==> src/rtl/scalable_cu_pkg.sv <==
// Shared types and default widths for the scalable compute unit.
// Mode encoding and the S1 payload bundle live here.
package scalable_cu_pkg;

  localparam int DATA_W_DEF   = 16;
  localparam int RESULT_W_DEF = 32;
  localparam int NUM_CH_DEF   = 4;
  localparam int CH_W_DEF     = 2;
  localparam int SHIFT_W_DEF  = 5;

  typedef enum logic {
    MODE_SHIFT = 1'b0,
    MODE_ACCUM = 1'b1
  } mode_e;

  // S1 payload at default widths
  typedef struct packed {
    logic [RESULT_W_DEF-1:0] sh;
    logic [CH_W_DEF-1:0]     ch;
    mode_e                   mode;
  } s1_t;

endpackage

==> src/rtl/scalable_compute_unit_acc_bank.sv <==
// Per-channel accumulator bank: clear, add, carry-out.
// Saturation instead of wrap when SCALABLE_CU_SAT_EN is defined.
module cu_acc_bank
  import scalable_cu_pkg::*;
#(
  parameter int RESULT_W = RESULT_W_DEF,
  parameter int CH_W     = CH_W_DEF
) (
  input  logic                clk,
  input  logic                reset,
  input  logic                clr,
  input  logic                en,
  input  logic [CH_W-1:0]     ch,
  input  logic [RESULT_W-1:0] addend,
  output logic [RESULT_W-1:0] result,
  output logic                ovf
);

  localparam int DEPTH = 1 << CH_W;

  logic [RESULT_W-1:0] acc [DEPTH];
  logic [RESULT_W-1:0] base;
  logic [RESULT_W:0]   sum;

  // Clear wins over the old value, so a same-edge add starts from 0
  always_comb begin
    base   = clr ? '0 : acc[ch];
    sum    = {1'b0, base} + {1'b0, addend};
    ovf    = sum[RESULT_W];
    result = sum[RESULT_W-1:0];
`ifdef SCALABLE_CU_SAT_EN
    if (sum[RESULT_W]) result = '1;
`endif
  end

  // Clear all, then the selected channel takes the new total
  always_ff @(posedge clk) begin
    if (reset) begin
      for (int i = 0; i < DEPTH; i++) acc[i] <= '0;
    end else begin
      if (clr) begin
        for (int i = 0; i < DEPTH; i++) acc[i] <= '0;
      end
      if (en) acc[ch] <= result;
    end
  end

endmodule

==> src/rtl/scalable_compute_unit.sv <==
// Multi-channel shift / accumulate unit, 2-stage valid/ready pipe.
// Option: SCALABLE_CU_SAT_EN selects saturating accumulation.
module scalable_compute_unit
  import scalable_cu_pkg::*;
#(
  parameter int DATA_W   = DATA_W_DEF,
  parameter int RESULT_W = RESULT_W_DEF,
  parameter int NUM_CH   = NUM_CH_DEF,
  parameter int CH_W     = CH_W_DEF,
  parameter int SHIFT_W  = SHIFT_W_DEF
) (
  input  logic                clk,
  input  logic                reset,
  input  logic                in_valid,
  output logic                in_ready,
  input  logic [DATA_W-1:0]   in_data,
  input  logic [CH_W-1:0]     in_ch,
  input  logic [SHIFT_W-1:0]  in_shift,
  input  logic                in_mode,
  input  logic                acc_clr,
  output logic                out_valid,
  input  logic                out_ready,
  output logic [RESULT_W-1:0] out_result,
  output logic [CH_W-1:0]     out_ch,
  output logic                out_ovf
);

  typedef struct packed {
    logic [RESULT_W-1:0] sh;
    logic [CH_W-1:0]     ch;
    mode_e               mode;
  } pl_t;

  logic                s1_valid;
  pl_t                 s1_q;
  logic                s1_en;
  logic                s2_en;
  logic [RESULT_W-1:0] in_wide;
  logic [RESULT_W-1:0] in_sh;
  logic                ch_ok;
  logic                acc_en;
  logic [RESULT_W-1:0] acc_res;
  logic                acc_ovf;
  mode_e               in_mode_e;

  assign s2_en     = !out_valid || out_ready;
  assign s1_en     = !s1_valid || s2_en;
  assign in_ready  = s1_en;
  assign in_mode_e = mode_e'(in_mode);
  assign in_wide   = RESULT_W'(in_data);
  assign ch_ok     = 32'(in_ch) < 32'(NUM_CH);

  // Left shift; oversize shift amounts give 0
  always_comb begin
    in_sh = '0;
    if (32'(in_shift) < 32'(RESULT_W)) in_sh = in_wide << in_shift;
  end

  // S1 register; out-of-range tags are accepted but not kept
  always_ff @(posedge clk) begin
    if (reset) begin
      s1_valid <= 1'b0;
      s1_q     <= '0;
    end else if (s1_en) begin
      s1_valid <= in_valid && ch_ok;
      if (in_valid) s1_q <= '{sh: in_sh, ch: in_ch, mode: in_mode_e};
    end
  end

  assign acc_en = s1_valid && s2_en && (s1_q.mode == MODE_ACCUM);

  cu_acc_bank #(
    .RESULT_W (RESULT_W),
    .CH_W     (CH_W)
  ) u_acc (
    .clk    (clk),
    .reset  (reset),
    .clr    (acc_clr),
    .en     (acc_en),
    .ch     (s1_q.ch),
    .addend (s1_q.sh),
    .result (acc_res),
    .ovf    (acc_ovf)
  );

  // Output register, held while downstream stalls
  always_ff @(posedge clk) begin
    if (reset) begin
      out_valid  <= 1'b0;
      out_result <= '0;
      out_ch     <= '0;
      out_ovf    <= 1'b0;
    end else if (s2_en) begin
      out_valid <= s1_valid;
      if (s1_valid) begin
        out_ch <= s1_q.ch;
        if (s1_q.mode == MODE_ACCUM) begin
          out_result <= acc_res;
          out_ovf    <= acc_ovf;
        end else begin
          out_result <= s1_q.sh;
          out_ovf    <= 1'b0;
        end
      end
    end
  end

endmodule

==> config.mk <==
export PLATFORM = sky130hd
export DESIGN_NAME = scalable_compute_unit
export DESIGN_NICKNAME = d
export VERILOG_FILES = /design/src/rtl/scalable_cu_pkg.sv /design/src/rtl/scalable_compute_unit_acc_bank.sv /design/src/rtl/scalable_compute_unit.sv
export SDC_FILE = /design/constraint.sdc
export NUM_CORES = 1
export LEC_CHECK = 0
export CELL_PAD_IN_SITES_DETAIL_PLACEMENT = 1
export CELL_PAD_IN_SITES_GLOBAL_PLACEMENT = 1
export CORE_MARGIN = 2
export CORE_UTILIZATION = 43
export CTS_CLUSTER_SIZE = 16
export DETAILED_ROUTE_END_ITERATION = 8
export GPL_TIMING_DRIVEN = 0
export PLACE_DENSITY = 0.8
export SYNTH_ARGS = -nofsm -noshare
export SYNTH_HDL_FRONTEND = slang
export SYNTH_SLANG_ARGS = --single-unit
==> constraint.sdc <==
create_clock -name clk -period 3.8 [get_ports clk]
set_input_delay 0.76 -clock clk [delete_from_list [all_inputs] [get_ports clk]]
set_output_delay 0.76 -clock clk [all_outputs]
set_load 0.01 [all_outputs]
# Word-level counts from Yosys, hierarchy flattened

Memories as Yosys holds them, arrays and structs flattened. A register that Yosys moved wholly into a read port is not among the register bits.
Index checks and enable logic that the tools add are counted.
W data, S select, Z words.

$add $sub $neg: 1
Shift-type cells: 1
Multiplexer cells: 17
Bitwise logic cells: 4
Reduce and logical (&&, ||, !) cells: 8

Operators with widths:

| kind                | count |
|---|---|
| $mux W32            | 6 |
| $add A32 B32 Y33    | 1 |
| $shl A16 B5 Y32     | 1 |
| $mux W1             | 9 |
| $mux W2             | 2 |
| $or A1 B1 Y1        | 4 |
| $reduce_and A2 Y1   | 2 |
| $logic_and A1 B1 Y1 | 2 |
| $logic_not A1 Y1    | 2 |
| $logic_or A1 B1 Y1  | 2 |

Bits in registers: 72
Bits in writable memories: 128
Input port bits: 29
Output and inout bits: 37
Word-level logic and storage cells: 40
Memories: 1

Memory list:

| name      | depth | width | rd ports | clocked after memory_dff | wr ports | RTL line                             | text |
|---|---|---|---|---|---|---|---|
| u_acc.acc | 4     | 32    | 1        | 1                        | 5        | scalable_compute_unit_acc_bank.sv:21 | `logic [RESULT_W-1:0] acc [DEPTH];` |

# Logic depth before layout (Yosys ltp)

Gate-level depths: netlist of the first run.

Word-level depth: 7
Gate-level depth with buffers: 13
Gate-level depth less buffers: 11

# Modules after synthesis

From an unflattened synthesis of the first run, not the netlist that was laid out.

Cells, all modules: 1143
Area total of the unflattened synthesis: 11808.8 sq um

Modules (own cells, without submodules):

| module                | times used | cells each | area an instance (sq um) | seq. area each (sq um) |
|---|---|---|---|---|
| cu_acc_bank           | 1          | 694        | 7657.3                   | 3843.7 |
| scalable_compute_unit | 1          | 449        | 4151.5                   | 1441.4 |

# Least setup slack after synthesis of the first run

No wires, ideal clock.

Path type: register to register
Start: register with a tool-made name
End: memory u_acc.acc[2][30] (netlist name) (data pin)
Library setup time: 0.140 ns
Data arrival time: 3.463 ns
Data required time: 3.660 ns
Slack: 0.198 ns
Stages on the path, launching flop included: 14
Path buffers: 2
Clock period less this slack: 3.602 ns
Path through: dfxtp_1 -> clkbuf_1 -> buf_2 -> mux4_2 -> nor2b_1 -> ha_1 -> fa_1 -> a21oi_2 -> o21ai_2 -> a21oi_4 -> o21bai_1 -> a31o_2 -> a311o_2 -> nor2_1

RTL lines:

| what          | RTL line |
|---|---|
| end, declared | scalable_compute_unit_acc_bank.sv:21 |

==> results of run 1 <==
[worst register-to-register path: cells and delay by family (launching register included)]
kind | cells | cell delay (ns)
mux | 1 | 0.43
flops | 1 | 0.45
xor+xnor | 1 | 0.14
simple gates | 4 | 0.80
compound gates | 2 | 0.53
buf+inv | 4 | 0.84
fa+ha+maj | 1 | 0.28
[stage by stage]
step	setup TNS, ns	hold WS [ns]	area (sq um)
after global routing	-0.157	0.497	13200
after global placement	-191.16	0.450	12200
after detailed placement	-138.26	0.452	12200
after floorplan	0	0.445	11200
final	0	0.458	13200
after CTS	-0.000471	0.462	13100
[metal layers]
metal	wire length, um	global-route usage, %
met3	2120	3.69
met1	16100	37.4
met5	0	0
met4	1630	10.5
met2	18400	48.3
[power breakdown]
| group | total [W] | switching [W] | internal (W) |
|---|---|---|---|
| Sequential | 0.00249 | 0.0000633 | 0.00242 |
| Clock | 0.00224 | 0.000894 | 0.00134 |
| Combinational | 0.000788 | 0.000484 | 0.000303 |
[logic make-up after synthesis]
family / count (synthesis) / share of synthesized area (%)
AND/OR/NAND/NOR: 417 / 17.1
AO/OA/AOI/OAI: 266 / 15.5
flip-flops: 202 / 47.8
buffers and inverters: 89 / 3.23
multiplexers: 79 / 11.3
adder cells (fa/ha/maj): 33 / 3.77
XOR/XNOR: 16 / 1.32
[final timing paths]
path                                      from               end  slack, ns  cells after the start
worst max-delay path                      flop  u_acc.acc[1][28]       0.07                     13
worst min-delay path            out_result[16]    out_result[16]       0.46                      2
worst max register to register            flop  u_acc.acc[1][28]       0.07                     13
worst min register to register  out_result[16]    out_result[16]       0.46                      2
[repair_timing]
action,in CTS,in global routing
resized for setup,33,34
buffers inserted,3,3
endpoints found under the setup margin,201,128
cloned,0,0
pin swaps,3,5
[layout make-up]
class	count	share of cell area, %
tap	330	3.12
timing repair buffer	68	5.03
sequential	202	40.3
clock inverter	8	0.890
clock buffer	34	4.74
buffer	69	2.52
inverter	18	0.511
multi-input combinational	811	42.9
[layout by cell type (no fill, tap or decap), types with 8 or more instances in the layout]
master,count
nand4_1,8
nand2b_1,8
or3_1,8
nor2_1,198
clkbuf_16,23
a31oi_1,10
clkdlybuf4s50_1,61
nor2b_1,42
dfxtp_1,72
clkbuf_1,58
nand2_1,72
mux4_2,37
a21o_1,16
a22oi_1,12
nand3_1,10
edfxtp_1,128
inv_1,18
a211oi_1,12
mux2i_1,33
ha_1,28
mux2_2,9
a21oi_1,81
and3_1,10
o22ai_1,10
o21ai_0,44
nor3_1,27
o211ai_1,16
[registers in the layout, summed over array words and instances (netlist names), named ones only]
name	cells
u_acc.acc	128
s1_q	35
out_result	32
out_ch	2
out_ovf	1
out_valid	1
s1_valid	1
==> impl_metrics.env, run 1 <==
export IMPL_status="complete, no violations"
export IMPL_maxCapViolCount=0
export IMPL_io_pins=66
export IMPL_initial_core_util_pct=44.0
export IMPL_antenna_found_initial=0
export IMPL_regArea_sq_mm=0.00533
export IMPL_dp_cells=1494
export IMPL_vias_per_cell=6.10
export IMPL_syn_area_sq_mm=0.0112
export IMPL_pre_cts_slack_ns=-0.981
export IMPL_hold_class="reg -> reg"
export IMPL_worstPathBufferInverterCount=4
export IMPL_ys_top_cells_by_area="edfxtp_1 (34%), dfxtp_1 (13%), mux4_2 (7.5%), nor2_1 (6.7%), a21oi_1 (4.0%)"
export IMPL_drt_iter0_markers=807
export IMPL_grt_pass1_vias=9832
export IMPL_gp_congestion=0.921
export IMPL_dieArea_sq_mm=0.0272
export IMPL_synth_net_count=1164
export IMPL_worst_slack_ns=0.0709
export IMPL_criticalPathCategory="reg -> reg"
export IMPL_p_leak_nw=4.80
export IMPL_final_max_slew_violation_count=0
export IMPL_arrival_ns=3.98
export IMPL_h_tree_depth=1
export IMPL_yosys_warnings=0
export IMPL_relSlewSlack_pct=33.8
export IMPL_yosysMostFrequentCell="nor2_1"
export IMPL_wl_per_cell_um=24.9
export IMPL_utilization_pct=52.2
export IMPL_io_buffers=62
export IMPL_syn_inst=1102
export IMPL_drcViolationCount=0
export IMPL_clkSlewWorstSetupHoldPaths_ns=0.06
export IMPL_ys_seq_area_share_pct=47.8
export IMPL_numCtsBuffers=23
export IMPL_cp_required_ns=4.05
export IMPL_cts_tree="built"
export IMPL_hpwl_mm=28.3
export IMPL_grt_max_degree=33
export IMPL_coreArea_sq_mm=0.0253
export IMPL_num_nets_final=1255
export IMPL_worstMarginPinSlew_ns=0.989
export IMPL_grt_first_pass_wirelength_mm=58.0
export IMPL_rsz0062_at_grt="true"
export IMPL_ant_nets=0
export IMPL_gr_total_overflow=0
export IMPL_worstSkewPairLatency_ns=0.52
export IMPL_area_growth_pct=18.5
export IMPL_avgSynthCellArea_sq_um=10.1
export IMPL_power_density_mw_per_mm2=417
export IMPL_critPathMaxStageDelay_ns=0.45
export IMPL_finalSetupViolCount=0
export IMPL_ctsHoldBuffers=0
export IMPL_grt_total_usage_pct=28.5
export IMPL_antennaDiodeCount=0
export IMPL_crit_family="buffers and inverters"
export IMPL_synth_seq_cells=202
export IMPL_final_instance_count_excl_fill=1540
export IMPL_synthArstFlopShare_pct=0
export IMPL_cts_root_buf="clkbuf_16"
export IMPL_synth_edf_count=128
export IMPL_power_w=0.00552
export IMPL_critPathSlowestCell="dfxtp_2"
export IMPL_vias=9400
export IMPL_die_x_um=165
export IMPL_fmax_mhz=268
export IMPL_netlist_top_cells_count="nor2_1 (198), edfxtp_1 (128), a21oi_1 (89), nand2_1 (76), dfxtp_1 (74)"
export IMPL_core_rowCount=58
export IMPL_synthDistinctLibCells=71
export IMPL_min_period_ns=3.73
export IMPL_cp_max_fo=10
export IMPL_multi_input_area_sq_mm=0.00566
export IMPL_irDropWorstVdd_mv=0.375
export IMPL_routed_wl_mm=38.3
export IMPL_synth_top_cell_area_share_pct=34.5
export IMPL_hold_violations=0
export IMPL_drive_gt1_share_pct=13.0
export IMPL_setup_worst_path_start_class="flop"
export IMPL_cts_sinks=202
export IMPL_crit_chain="clkbuf_2, mux4_2, nor2b_1, ha_1, buf_2, nand2_1, nor3_2, inv_1, o211a_1, o21ai_2, xnor2_2, buf_4, nor2_1"
export IMPL_synthFlopType="edfxtp_1"
export IMPL_fillers=2804
export IMPL_fin_worst_skew_ns=0.0177
export IMPL_finalCritPeriodShare_pct=98.1
export IMPL_yosysTopAreaCell="edfxtp_1"
export IMPL_worstSetupEndpointType="flop"
export IMPL_die_y_um=165
export IMPL_drtPass1Iterations=5
export IMPL_cts_buffer_depth=3
(Power assumes the default switching activity.)
==> run 2: changes to the inputs <==
- CORE_UTILIZATION: 43 -> 44
- PLACE_DENSITY: 0.8 -> 0.81
- SYNTH_HIERARCHICAL: unset -> 1
==> run 2 against run 1 <==
Against the previous run: the run now ends with setup timing left; utilization increased by 2.9 points; sequential cell count decreased by 2; register-to-register slack got worse by 0.23 ns; critical path depth increased by 1; setup slack got worse by 0.23 ns; clock power decreased by 21%; routed wire length increased by 13%; final cell count increased by 4.4%; global-route usage increased by 1.8 points; die area increased by 3.4%; critical endpoint is now out_result[26]; highest routed layer unchanged.
==> impl_metrics.env, run 2 <==
export IMPL_cp_max_fo=11
export IMPL_vias=10394
export IMPL_syn_inst=1143
export IMPL_maxCapViolCount=0
export IMPL_place_area_sq_mm=0.0130
export IMPL_grt_max_degree=20
export IMPL_final_max_slew_violation_count=0
export IMPL_worstSkewPairLatency_ns=0.44
export IMPL_hold_class="reg -> reg"
export IMPL_irDropWorstVdd_mv=0.218
export IMPL_antenna_found_initial=0
export IMPL_grt_total_usage_pct=30.3
export IMPL_critPathSlowestCell="mux4_2"
export IMPL_grt_first_pass_wirelength_mm=64.6
export IMPL_ctsHoldBuffers=0
export IMPL_grtUsageMet2_pct=49.6
export IMPL_grt_busiest_layer="met2"
export IMPL_die_y_um=168
export IMPL_arrival_ns=4.32
export IMPL_status="finished, violations left"
export IMPL_routed_wl_mm=43.3
export IMPL_critPathMaxStageDelay_ns=0.53
export IMPL_io_pins=66
export IMPL_synth_seq_cells=200
export IMPL_drive_gt1_share_pct=20.8
export IMPL_cts_tree="built"
export IMPL_syn_area_sq_mm=0.0118
export IMPL_area_growth_pct=22.3
export IMPL_power_w=0.00520
export IMPL_cts_buffer_depth=2
export IMPL_final_common_cell="nor2_1"
export IMPL_setup_worst_path_start_class="flop"
export IMPL_worstPathBufferInverterCount=2
export IMPL_rsz0062_at_grt="true"
export IMPL_top_regs="u_acc/acc: 128 flops, s1_q: 35 flops, out_result: 32 flops"
export IMPL_reg2reg_setup_slack_ns=-0.16
export IMPL_drcViolationCount=0
export IMPL_cp_required_ns=4.15
export IMPL_hold_violations=0
export IMPL_die_x_um=168
export IMPL_clkSlewWorstSetupHoldPaths_ns=0.08
export IMPL_dieArea_sq_mm=0.0282
export IMPL_io_buffers=64
export IMPL_worstMarginPinSlew_ns=0.916
export IMPL_cts_root_buf="clkbuf_16"
export IMPL_min_period_ns=3.96
export IMPL_coreArea_sq_mm=0.0262
export IMPL_drt_iter0_markers=930
export IMPL_wl_per_cell_um=27.0
export IMPL_synth_edf_count=128
export IMPL_ant_nets=0
export IMPL_utilization_pct=55.1
export IMPL_gr_total_overflow=0
export IMPL_criticalPathCategory="reg -> reg"
export IMPL_crit_chain="buf_4, buf_6, mux4_2, nor2b_4, ha_2, fa_2, a211oi_4, o21ai_2, a41oi_2, a31oi_1, o21a_2, nor2_1, mux2i_1, a211oi_1"
export IMPL_cts_sinks=200
export IMPL_relSlewSlack_pct=38.9
export IMPL_ys_top_cells_by_area="edfxtp_1 (33%), dfxtp_1 (12%), mux4_2 (9.3%), nor2_1 (5.1%), mux2i_1 (3.9%)"
export IMPL_dp_cells=1546
export IMPL_yosys_warnings=6
export IMPL_synthArstFlopShare_pct=0
export IMPL_netlist_top_cells_count="nor2_1 (159), edfxtp_1 (128), nand2_1 (75), dfxtp_1 (72), a21oi_1 (57)"
export IMPL_synthFlopType="edfxtp_1"
export IMPL_numCtsBuffers=17
export IMPL_gp_congestion=0.956
export IMPL_worst_slack_ns=-0.164
export IMPL_yosysMostFrequentCell="nor2_1"
export IMPL_largest_register_ffs=128
export IMPL_power_density_mw_per_mm2=360
export IMPL_met1_usage_pct=40.5
export IMPL_initial_core_util_pct=45.1
export IMPL_worstSetupEndpointType="flop"
export IMPL_ys_seq_area_share_pct=44.8
export IMPL_yosysTopAreaCell="edfxtp_1"
export IMPL_fin_worst_skew_ns=0.0148
export IMPL_layout_common_cells="nor2_1 (155), edfxtp_1 (128), dfxtp_1 (70)"
export IMPL_finalCritPeriodShare_pct=104
export IMPL_h_tree_depth=4
export IMPL_core_rowCount=59
export IMPL_hpwl_mm=30.9
export IMPL_fmax_mhz=252
export IMPL_vias_per_cell=6.46
export IMPL_drtPass1Iterations=5
export IMPL_synth_top_cell_area_share_pct=32.5
export IMPL_num_nets_final=1322
export IMPL_violations="setup timing"
export IMPL_grt_pass1_vias=10535
export IMPL_synthDistinctLibCells=75
export IMPL_top_register="u_acc/acc"
export IMPL_met3_usage_pct=4.49
export IMPL_finalSetupViolCount=20
export IMPL_crit_family="compound AO/OA/AOI/OAI gates"
export IMPL_avgSynthCellArea_sq_um=10.3
export IMPL_p_leak_nw=5.24
export IMPL_final_instance_count_excl_fill=1608
export IMPL_synth_net_count=1205
export IMPL_design_area_sq_mm=0.0144
## run 2: changes by cell type in the layout (fill, tap and decap cells not counted), moves of 13 or more
cell,delta
clkbuf_1,-20
a21oi_1,-32
buf_4,+35
mux2i_1,+13
nor3b_1,+15
o21ai_0,-33
a211oi_1,+29
nor2_1,-43
## run 2: logic make-up after synthesis
logic type               count (synthesis)  synth area share, %
AO/OA/AOI/OAI                          241                 14.2
buffers and inverters                  115                 3.98
flip-flops                             200                 44.8
XOR/XNOR                                17                 1.26
AND/OR/NAND/NOR                        425                 17.3
adder cells (fa/ha/maj)                 33                 3.56
multiplexers                           112                 14.9
## run 2: final timing paths
path / start / end / depth (start not counted)
hold / removal: s1_valid / out_valid / 2
hold reg to reg: s1_valid / out_valid / 2
setup reg to reg: s1_q[1] / out_result[26] / 14
setup / recovery: s1_q[1] / out_result[26] / 14
## run 2: layer usage
| layer | part of all wire [%] | up-vias |
|---|---|---|
| met5 | 0 | - |
| met4 | 4.8 | 0 |
| met3 | 6.5 | 133 |
| met2 | 47 | 473 |
| met1 | 42 | 5272 |
| li1 | - | 4516 |
## run 2: tightest hold or removal path, delay by kind of cell, from the launching register on
kind / cells / cell delay, ns
AO/OA/AOI/OAI: 1 / 0.05
buffers and inverters: 1 / 0.05
flip-flops: 1 / 0.33
## run 2: per-stage QoR
stage	setup TNS [ns]	setup WS [ns]	hold slack [ns]
after global placement	-268.79	-1.93	0.456
after CTS	-0.0119	-0.0119	0.479
final	-1.32	-0.164	0.479
after detailed placement	-179.08	-1.92	0.467
after global routing	-3.57	-0.246	0.511
after floorplan	0	0.00385	0.438
## run 2: what timing repair did
item | 4_1_cts | 5_1_grt
pin swaps | 20 | 32
buffers inserted | 22 | 20
endpoints found under the setup margin | 171 | 85
resized for setup | 92 | 80
## run 2: where the power goes
group / switching, W / internal [W] / leakage, nW
registers: 0.0000639 / 0.00240 / 2.02
logic: 0.000568 / 0.000408 / 2.96
clock network: 0.000900 / 0.000858 / 0.263
## run 2: cell type report
type,count,area (sq um)
Clock buffer,18,429
Multi-Input combinational cell,828,6560
Timing Repair Buffer,110,1090
Tap cell,335,419
Sequential cell,200,5290
Clock inverter,13,113
Inverter,31,116
Fill cell,2827,11800
Buffer,72,419
Antenna cell,1,2.50
